[config.mk]
export PLATFORM = sky130hd
export DESIGN_NAME = rf_wb_arbiter_flat
export DESIGN_NICKNAME = d
export VERILOG_FILES = /design/src/rtl/rf_pkg.sv /design/src/rtl/rf_wb_arbiter_if.sv /design/src/rtl/rf_wb_arbiter_rr_arbiter.sv /design/src/rtl/rf_wb_arbiter.sv /design/src/flat_wrapper.sv
export SDC_FILE = /design/constraint.sdc
export NUM_CORES = 1
export LEC_CHECK = 0
export CAP_MARGIN = 10
export CORE_AREA = 2 2 93 95
export DETAILED_ROUTE_END_ITERATION = 10
export DIE_AREA = 0 0 95 97
export GPL_TIMING_DRIVEN = 0
export PLACE_DENSITY = 0.76
export SYNTH_ARGS = -nofsm -noshare
export SYNTH_HDL_FRONTEND = slang
export SYNTH_HIERARCHICAL = 1
export SYNTH_SLANG_ARGS = --single-unit
export TNS_END_PERCENT = 10
[constraint.sdc]
create_clock -name clk -period 3.3 [get_ports clk]
set_clock_uncertainty 0.15 [all_clocks]
set_input_delay 0.495 -clock clk [delete_from_list [all_inputs] [get_ports clk]]
set_output_delay 0.495 -clock clk [all_outputs]
set_load 0.01 [all_outputs]
[src/rtl/rf_pkg.sv]
// Shared register-file definitions used by the writeback arbiter and related
// register-file logic.
//   RF_ADDR_W     register index width
//   RF_NUM_REGS   number of architectural registers
//   RF_X0         index of the hard-wired zero register
//   rf_wb_state_t writeback arbiter control states
package rf_pkg;

  localparam int unsigned      RF_ADDR_W   = 5;
  localparam int unsigned      RF_NUM_REGS = 32;
  localparam logic [RF_ADDR_W-1:0] RF_X0   = 5'd0;

  typedef enum logic [1:0] {
    RESET = 2'd0,
    SCRUB = 2'd1,
    RUN   = 2'd2
  } rf_wb_state_t;

endpackage

[src/rtl/rf_wb_arbiter_if.sv]
// Writeback request bundle between NUM_REQ writeback sources and the
// register-file write-port arbiter.
//   req_valid  per-source write request
//   req_rd     per-source destination index, source i at [i*REG_ADDR_W +: REG_ADDR_W]
//   req_data   per-source write data, source i at [i*XLEN +: XLEN]
//   req_ready  one-hot grant back to the sources; transfer when valid & ready
// Modports: master = writeback sources, slave = arbiter.
interface rf_wb_arbiter_if #(
  parameter int unsigned NUM_REQ    = 3,
  parameter int unsigned XLEN       = 32,
  parameter int unsigned REG_ADDR_W = 5
);

  logic [NUM_REQ-1:0]            req_valid;
  logic [NUM_REQ*REG_ADDR_W-1:0] req_rd;
  logic [NUM_REQ*XLEN-1:0]       req_data;
  logic [NUM_REQ-1:0]            req_ready;

  modport master (
    output req_valid,
    output req_rd,
    output req_data,
    input  req_ready
  );

  modport slave (
    input  req_valid,
    input  req_rd,
    input  req_data,
    output req_ready
  );

endinterface

[src/rtl/rf_wb_arbiter_rr_arbiter.sv]
// Combinational round-robin arbiter. Searches req starting at ptr, wrapping
// modulo NUM_REQ, and grants the first set bit.
//   req          request vector
//   ptr          highest-priority index this cycle (must be < NUM_REQ)
//   grant        one-hot grant (all zero when nothing requests)
//   grant_idx    encoded index of the granted request
//   grant_valid  1 when any request was granted
module rr_arbiter #(
  parameter  int unsigned NUM_REQ = 3,
  localparam int unsigned IDX_W   = $clog2(NUM_REQ)
) (
  input  logic [NUM_REQ-1:0] req,
  input  logic [IDX_W-1:0]   ptr,
  output logic [NUM_REQ-1:0] grant,
  output logic [IDX_W-1:0]   grant_idx,
  output logic               grant_valid
);

  always_comb begin
    logic [IDX_W:0] pos;
    grant       = '0;
    grant_idx   = '0;
    grant_valid = 1'b0;
    pos         = '0;
    for (int unsigned off = 0; off < NUM_REQ; off++) begin
      // ptr + off can exceed NUM_REQ-1 by at most NUM_REQ-1, so a single
      // conditional subtract performs the modulo wrap.
      pos = {1'b0, ptr} + (IDX_W+1)'(off);
      if (pos >= (IDX_W+1)'(NUM_REQ)) begin
        pos = pos - (IDX_W+1)'(NUM_REQ);
      end
      if (!grant_valid && req[pos[IDX_W-1:0]]) begin
        grant[pos[IDX_W-1:0]] = 1'b1;
        grant_idx             = pos[IDX_W-1:0];
        grant_valid           = 1'b1;
      end
    end
  end

endmodule

[src/rtl/rf_wb_arbiter.sv]
// Register-file write-port arbiter. Shares the single RegWrite/Rd/Write_data
// port between NUM_REQ writeback sources with round-robin priority and a
// valid/ready handshake per source. The write port is driven from a register,
// one cycle after the accepting edge.
// Optional feature: define RF_WB_SCRUB_EN to zero registers 1..31 after reset
// before any request is accepted.
//   clk            clock, all state on posedge
//   rst            asynchronous active-low reset
//   wb             request bundle (slave side)
//   rf_RegWrite    register file write enable
//   rf_Rd          register file destination index
//   rf_Write_data  register file write data
//   grant_id       source index of the current write (valid with rf_RegWrite)
//   init_done      1 once requests are being accepted
module rf_wb_arbiter
  import rf_pkg::*;
#(
  parameter  int unsigned NUM_REQ    = 3,
  parameter  int unsigned XLEN       = 32,
  parameter  int unsigned REG_ADDR_W = RF_ADDR_W,
  localparam int unsigned IDX_W      = $clog2(NUM_REQ)
) (
  input  logic                  clk,
  input  logic                  rst,
  rf_wb_arbiter_if.slave        wb,
  output logic                  rf_RegWrite,
  output logic [REG_ADDR_W-1:0] rf_Rd,
  output logic [XLEN-1:0]       rf_Write_data,
  output logic [IDX_W-1:0]      grant_id,
  output logic                  init_done
);

  rf_wb_state_t state, state_nxt;

  logic [IDX_W-1:0]      rr_ptr;
  logic [NUM_REQ-1:0]    grant;
  logic [IDX_W-1:0]      grant_idx;
  logic                  grant_valid;
  logic                  accept;
  logic [REG_ADDR_W-1:0] sel_rd;
  logic [XLEN-1:0]       sel_data;

  rr_arbiter #(
    .NUM_REQ (NUM_REQ)
  ) u_rr_arbiter (
    .req         (wb.req_valid),
    .ptr         (rr_ptr),
    .grant       (grant),
    .grant_idx   (grant_idx),
    .grant_valid (grant_valid)
  );

`ifdef RF_WB_SCRUB_EN
  // Counts 1..RF_NUM_REGS: values below RF_NUM_REGS are the index being
  // scrubbed this edge, RF_NUM_REGS means the last scrub write is on the port.
  localparam logic [RF_ADDR_W:0] SCRUB_END = (RF_ADDR_W+1)'(RF_NUM_REGS);
  logic [RF_ADDR_W:0] scrub_cnt;

  always_ff @(posedge clk or negedge rst) begin
    if (!rst) begin
      scrub_cnt <= (RF_ADDR_W+1)'(1);
    end else if (state == SCRUB && scrub_cnt != SCRUB_END) begin
      scrub_cnt <= scrub_cnt + 1'b1;
    end
  end
`endif

  always_ff @(posedge clk or negedge rst) begin
    if (!rst) begin
      state <= RESET;
    end else begin
      state <= state_nxt;
    end
  end

  always_comb begin
    state_nxt    = state;
    wb.req_ready = '0;
    init_done    = 1'b0;
    unique case (state)
      RESET: begin
`ifdef RF_WB_SCRUB_EN
        state_nxt = SCRUB;
`else
        state_nxt = RUN;
`endif
      end
      SCRUB: begin
`ifdef RF_WB_SCRUB_EN
        // Leave only after the rd=31 write has been presented for a cycle.
        if (scrub_cnt == SCRUB_END) begin
          state_nxt = RUN;
        end
`else
        state_nxt = RUN;
`endif
      end
      RUN: begin
        wb.req_ready = grant;
        init_done    = 1'b1;
      end
      default: state_nxt = RESET;
    endcase
  end

  assign accept = (state == RUN) && grant_valid;

  always_comb begin
    sel_rd   = '0;
    sel_data = '0;
    for (int unsigned i = 0; i < NUM_REQ; i++) begin
      if (grant_idx == IDX_W'(i)) begin
        sel_rd   = wb.req_rd[i*REG_ADDR_W +: REG_ADDR_W];
        sel_data = wb.req_data[i*XLEN +: XLEN];
      end
    end
  end

  always_ff @(posedge clk or negedge rst) begin
    if (!rst) begin
      rr_ptr <= '0;
    end else if (accept) begin
      rr_ptr <= (grant_idx == IDX_W'(NUM_REQ - 1)) ? '0 : grant_idx + 1'b1;
    end
  end

  // Output stage. rf_Rd/rf_Write_data only change on a real write so the
  // port holds its last value on idle cycles and on suppressed x0 writes.
  always_ff @(posedge clk or negedge rst) begin
    if (!rst) begin
      rf_RegWrite   <= 1'b0;
      rf_Rd         <= '0;
      rf_Write_data <= '0;
      grant_id      <= '0;
    end else begin
      rf_RegWrite <= 1'b0;
      unique case (state)
`ifdef RF_WB_SCRUB_EN
        SCRUB: begin
          if (scrub_cnt != SCRUB_END) begin
            rf_RegWrite   <= 1'b1;
            rf_Rd         <= REG_ADDR_W'(scrub_cnt[RF_ADDR_W-1:0]);
            rf_Write_data <= '0;
          end
        end
`endif
        RUN: begin
          if (accept) begin
            grant_id <= grant_idx;
            if (sel_rd != REG_ADDR_W'(RF_X0)) begin
              rf_RegWrite   <= 1'b1;
              rf_Rd         <= sel_rd;
              rf_Write_data <= sel_data;
            end
          end
        end
        default: ;
      endcase
    end
  end

endmodule

[src/flat_wrapper.sv]
// flat-port wrapper written by rule: the top's interface ports become plain ports
module rf_wb_arbiter_flat import rf_pkg::*;
#(
  parameter  int unsigned NUM_REQ    = 3,
  parameter  int unsigned XLEN       = 32,
  parameter  int unsigned REG_ADDR_W = RF_ADDR_W,
  localparam int unsigned IDX_W      = $clog2(NUM_REQ)
)
  (clk, rst, rf_RegWrite, rf_Rd, rf_Write_data, grant_id, init_done, wb_req_valid, wb_req_rd, wb_req_data, wb_req_ready);
  rf_wb_arbiter_if #(.NUM_REQ(NUM_REQ), .XLEN(XLEN), .REG_ADDR_W(REG_ADDR_W)) wb_i ();
  input  logic clk;
  input  logic rst;
  output logic rf_RegWrite;
  output logic [REG_ADDR_W-1:0] rf_Rd;
  output logic [XLEN-1:0] rf_Write_data;
  output logic [IDX_W-1:0] grant_id;
  output logic init_done;
  input wire logic [$bits(wb_i.req_valid)-1:0] wb_req_valid;
  input wire logic [$bits(wb_i.req_rd)-1:0] wb_req_rd;
  input wire logic [$bits(wb_i.req_data)-1:0] wb_req_data;
  output wire logic [$bits(wb_i.req_ready)-1:0] wb_req_ready;
  assign wb_i.req_valid = wb_req_valid;
  assign wb_i.req_rd = wb_req_rd;
  assign wb_i.req_data = wb_req_data;
  assign wb_req_ready = wb_i.req_ready;
  rf_wb_arbiter #(.NUM_REQ(NUM_REQ), .XLEN(XLEN), .REG_ADDR_W(REG_ADDR_W)) u_core (.clk(clk), .rst(rst), .wb(wb_i), .rf_RegWrite(rf_RegWrite), .rf_Rd(rf_Rd), .rf_Write_data(rf_Write_data), .grant_id(grant_id), .init_done(init_done));
endmodule
* Yosys cells after proc, flatten, opt, wreduce, memory -nomap -nowiden *
Cells that the tools add are included.

cells by class
  add/subtract/negate cells = 6
  multipliers = 0
  div/mod/pow operators = 0
  $lt $le $gt $ge = 9
  eq/ne operators = 4
  shifts and indexed selects = 0
  multiplexer cells = 37
  bitwise gates (word level) = 2
  reduce and logical (&&, ||, !) cells = 14

operators by type and width
  operator                                                           count
  two-way mux 32 bit                                                 3
  two-way mux 5 bit                                                  3
  two-way mux 2 bit                                                  7
  two-way mux 1 bit                                                  13
  two-way mux 3 bit                                                  4
  less-than comparator 2 x 3 -> 1 bit, second input constant         3
  binary-select mux 1 bit (select 2 bit)                             3
  demux 1 bit (select 2 bit)                                         3
  greater-or-equal comparator 2 x 1 -> 1 bit, second input constant  3
  greater-or-equal comparator 3 x 2 -> 1 bit, second input constant  2
  logical AND 1 bit                                                  6
  bitwise OR 3 bit                                                   2
  subtractor 2 bit, second input constant                            3
  nonzero test 5 bit                                                 1
  equality test 2 x 1 -> 1 bit, second input constant                2
  equality test 2 bit, second input constant                         2
  zero test 2 bit                                                    2
  case mux 2 bit (2 select lines)                                    1
  adder 2 x 1 -> 3 bit, second input constant                        1
  adder 2 x 2 -> 3 bit, second input constant                        1
  AND reduction 3 bit                                                1
  adder 2 x 1 -> 2 bit, second input constant                        1
  greater-or-equal comparator 2 bit, second input constant           1
  zero test 1 bit                                                    2
  2 further kinds                                                    2

storage, ports and cells
  register bits after elaboration = 44
  bits in latches = 0
  memory bits (writable) = 0
  ROM bits = 0
  logic and storage cells = 78
  memories kept = 0

* Logic depth before layout (Yosys ltp) *
  word-level depth = 19
  gate-level depth with buffers = 16

* Hierarchy *
The synthesis kept the hierarchy.

modules (own cells, without submodules)
  module         times used  cells each  area an instance (µm²)  sequential area each (µm²)
  rf_wb_arbiter  1           225         2538.7                  1076.0
  rr_arbiter     1           41          281.5                   0.0

* Worst setup path before layout *
Ideal clock, no wire load.

  path kind = reg-to-reg
  start point = register u_core.rr_ptr[1]
  end point = register u_core.rf_Rd[3]
  library setup time = 125 ps
  arrival time = 2859 ps
  data required time = 3025 ps
  slack = 165 ps
  stages on the path, launching flop included = 16
  path buffers = 3
  cells stage by stage = dfrtp_1 > inv_1 > ha_1 > buf_6 > mux2i_1 > o21ai_1 > a21oi_1 > o21ai_0 > nor2b_1 > buf_6 > o2bb2ai_1 > nor4_2 > a21o_2 > inv_4 > buf_6 > mux2_4

on the way
  cells in the longest elaborated chain, start to end = 17

RTL lines
  element                                                                        line                            text
  start: declaration                                                             rf_wb_arbiter.sv:35             logic [IDX_W-1:0] rr_ptr;
  start signal: assignment                                                       rf_wb_arbiter.sv:123            rr_ptr <= (grant_idx == IDX_W'(NUM_REQ - 1)) ? '0 : grant_idx + 1'b1;
  parallel branches: the longest is 10 deep, another holds adder 2 x 1 -> 3 bit  -
  two-way mux 2 bit *                                                            rf_wb_arbiter_rr_arbiter.sv:32  if (!grant_valid && req[pos[IDX_W-1:0]]) begin
  named net u_core.grant_idx[1]                                                  rf_wb_arbiter.sv:37             logic [IDX_W-1:0] grant_idx;
  zero test 2 bit                                                                rf_wb_arbiter.sv:112            if (grant_idx == IDX_W'(i)) begin
  two-way mux 5 bit (2 in a row)                                                 rf_wb_arbiter.sv:112
  two-way mux 5 bit *                                                            rf_wb_arbiter.sv:112
  nonzero test 5 bit                                                             rf_wb_arbiter.sv:150            if (sel_rd != REG_ADDR_W'(RF_X0)) begin
  AND reduction 3 bit (no line)                                                  -
  end signal: assignment                                                         rf_wb_arbiter.sv:152            rf_Rd <= sel_rd;
  end: declaration                                                               rf_wb_arbiter.sv:27             output logic [REG_ADDR_W-1:0] rf_Rd,

Mark *: on every way through the listed nets, which the timed path passes. The select of a mux whose other input is x is not followed.
A chain may end at the register's enable or synchronous reset.

* Worst setup path after layout *
  start point = register u_core.rr_ptr[0]
  end point = register u_core.rf_Write_data[26]

on the way
  cells in the longest elaborated chain, start to end = 17

RTL lines
  element                                                                        line                            text
  parallel branches: the longest is 10 deep, another holds adder 2 x 1 -> 3 bit  -
  two-way mux 2 bit *                                                            rf_wb_arbiter_rr_arbiter.sv:32
  named net u_core.grant_idx[0]                                                  rf_wb_arbiter.sv:37
  zero test 2 bit                                                                rf_wb_arbiter.sv:112
  two-way mux 5 bit (3 in a row)                                                 rf_wb_arbiter.sv:112
  nonzero test 5 bit                                                             rf_wb_arbiter.sv:150
  AND reduction 3 bit (no line)                                                  -
  end signal: assignment                                                         rf_wb_arbiter.sv:153            rf_Write_data <= sel_data;
  end: declaration                                                               rf_wb_arbiter.sv:28             output logic [XLEN-1:0] rf_Write_data,

Marked as above.

==> out/metrics.yaml <==
startpoint_type: "register"
crit_arrival_ps: 3320
grt_max_degree: 24
final.setup.tns_ps: 0
post-route-util_pct: 61.0
numClockSinks: 43
cts_made_buffers: 5
drc_errors: 0
finalMaxSlewViolations: 0
dp_slack_ps: -606
die_w_um: 95
ys_async_sr_fraction_pct: 100
rr_worst_depth: 15
rsz0062_at_grt: "yes"
setup_slack_ps: 15.7
viasPerCell: 4.80
grtUsageTotal_pct: 18.1
yosysWarningCount: 6
grt_first_pass_wirelength_mm: 13.3
r2r-end: "u_core/rf_Write_data[26]$_DFFE_PN0P_"
path_max_fanout: 10
htreeDepth: 2
fin_crit_sh_pct: 99.5
dieArea_sq_um: 9220
power_density_nw_per_um2: 963
start_util_pct: 34.7
core_area_sq_um: 8130
diodes: 0
drive_gt1_share_pct: 21.3
synth_seq_cells: 43
slew_headroom_pct: 54.3
r2r-start: "u_core/rr_ptr[0]$_DFFE_PN0P_"
worstSetupPathType: "register to register"
tightest_slew_ps: 685
row_count: 33
synth.distinct_cells: 36
endpoint_kind: "register"
drt-pass1-iter-count: 4
avgSynthCellArea_sq_um: 10.6
finalHoldViolCount: 0
clkLatencyLatePin_ps: 290
numPlacedInstances: 531
clock-root-buffer: "clkbuf_8"
gr-total-overflow: 0
drv_cap: 0
first_iter_violations: 70
critical_path_buf_inv_count: 5
grt_pass1_vias: 2714
ys_seq_area_share_pct: 38.2
routed_wl_mm: 8.51
place_congestion: 0.849
ant_nets: 0
synth_flop_cell: "dfrtp_1"
cts_max_path_buffers: 2
layoutNonFillerInstCount: 552
antenna_found_initial: 0
clk_pin_slew_ps: 90
numPortBuffers: 159
wl_per_cell_um: 15.4
min_period_ps: 3280
ioPinCount: 160
final_cell_mix: "clkdlybuf4s50_1 (158), dfrtp_1 (43), nand2_1 (39)"
synth_area_leaders: "dfrtp_1 (38%), mux2_4 (15%), mux2i_1 (14%)"
setup-violations-final: 0
hold_class: "input pin to asynchronous set/reset pin"
place_hpwl_mm: 6.54
critPathMaxStageDelay_ps: 420
power_leakage_nw: 2.03
final_nets: 566
max_freq_mhz: 304
via_count: 2652
cp_slowest_cell: "dfrtp_1"
syn_to_final_growth_pct: 75.8
cpLargestDelayFamily: "multiplexers"
yosysTopAreaCellShare_pct: 38.2
netlist_area_sq_um: 2820
worstPathRequired_ps: 3330
fp.dieH_um: 97
yosysTopAreaCell: "dfrtp_1"
synth.net_count: 386
final_common_cell: "clkdlybuf4s50_1"
status: "finished, final reports clean"
crit_path_start: "u_core/rr_ptr[0]$_DFFE_PN0P_"
irDropWorstVdd_mv: 0.428
ctsHoldBuffers: 0
reg2reg_slack_ps: 20
synth-edff-count: 0
synthCells: 266
path_cells: "ha_2 -> buf_6 -> mux2i_4 -> or2_4 -> a21oi_4 -> a21oi_4 -> buf_6 -> buf_4 -> mux2i_2 -> o2bb2ai_2 -> nor4_4 -> a21o_2 -> inv_6 -> buf_12 -> mux2_4"
cts_tree: "built"
## registers in the layout, summed over array words and instances, names as in the netlist
name                  flops
u_core/rr_ptr             2
u_core/rf_Rd              5
u_core/rf_Write_data     32
u_core/rf_RegWrite        1
u_core/grant_id           2
u_core/state              1
## cells by family (layout without fill, tap and decap cells)
logic type	after synthesis	count (layout)	share of synthesized area [%]
other	1	1	0.133
and+or+nand+nor	58	58	9.45
muxes	75	75	32.5
buffers and inverters	22	203	4.84
DFF	43	43	38.2
adders and majority gates	4	4	1.77
AOI/OAI and AO/OA	63	63	13.2
## synthesized netlist by cell type, types with 2 or more instances
cell type and count:
a21oi_1 7, a32o_1 3, and2_1 3, buf_2 2, buf_6 6, clkbuf_1 9, dfrtp_1 43, ha_1 4
inv_1 3, mux2_2 6, mux2_4 29, mux2i_1 39, nand2_1 39, nand2b_1 2, nand3b_1 3, nor2_1 4
o21ai_0 40, o2bb2ai_1 4, o311ai_0 2, or2_2 2
## how the worst max path moves through the flow
stage,endpoint,slack (ps),cells past startpoint
2_1_floorplan,u_core/rf_Rd[3]$_DFFE_PN0P_,170,15
3_3_place_gp,u_core/rf_Write_data[30]$_DFFE_PN0P_,-570,13
3_5_place_dp,u_core/rf_Write_data[26]$_DFFE_PN0P_,-610,13
4_1_cts,u_core/rf_Write_data[10]$_DFFE_PN0P_,20,15
5_1_grt,u_core/rf_Write_data[10]$_DFFE_PN0P_,-120,15
6_report,u_core/rf_Write_data[26]$_DFFE_PN0P_,20,15
## power by group
group          switching (mW)  internal [mW]
Clock                   0.184          0.191
Combinational            1.48           1.97
Sequential              0.152          0.802
## layout make-up
cell class | count | area (sq um)
fillers | 680 | 3180
multi-input cells | 201 | 1750
repair buffers | 173 | 1720
flip-flops and latches | 43 | 1080
plain buffers | 18 | 159
well taps | 105 | 131
clock buffers | 7 | 96.3
inverters | 4 | 20.0
clock inverters | 1 | 7.51
## layer usage
layer	wire (um)	track usage, %	share of wire [%]	vias up
met5	0	0	0	-
met4	57	3.23	0.67	0
met3	718	5.22	8.4	7
met2	4310	32.0	51	102
met1	3430	21.9	40	1234
li1	-	-	-	1309
## stage by stage
stage / hold WS (ps) / total power, mW / area, sq um
6_report: 21.8 / 4.77 / 4960
5_1_grt: 60.4 / 5.12 / 4960
4_1_cts: 33.6 / 4.65 / 4840
3_5_place_dp: 339 / 4.01 / 4570
3_3_place_gp: 325 / 3.93 / 4540
2_1_floorplan: 49.4 / 2.90 / 2820
## repair_timing
| item | 4_1_cts | 5_1_grt |
|---|---|---|
| gates resized for setup | 23 | 19 |
| pin swaps | 4 | 4 |
| buffers inserted | 10 | 3 |
| endpoints found under the setup margin | 34 | 35 |
(Power assumes the default switching activity.)
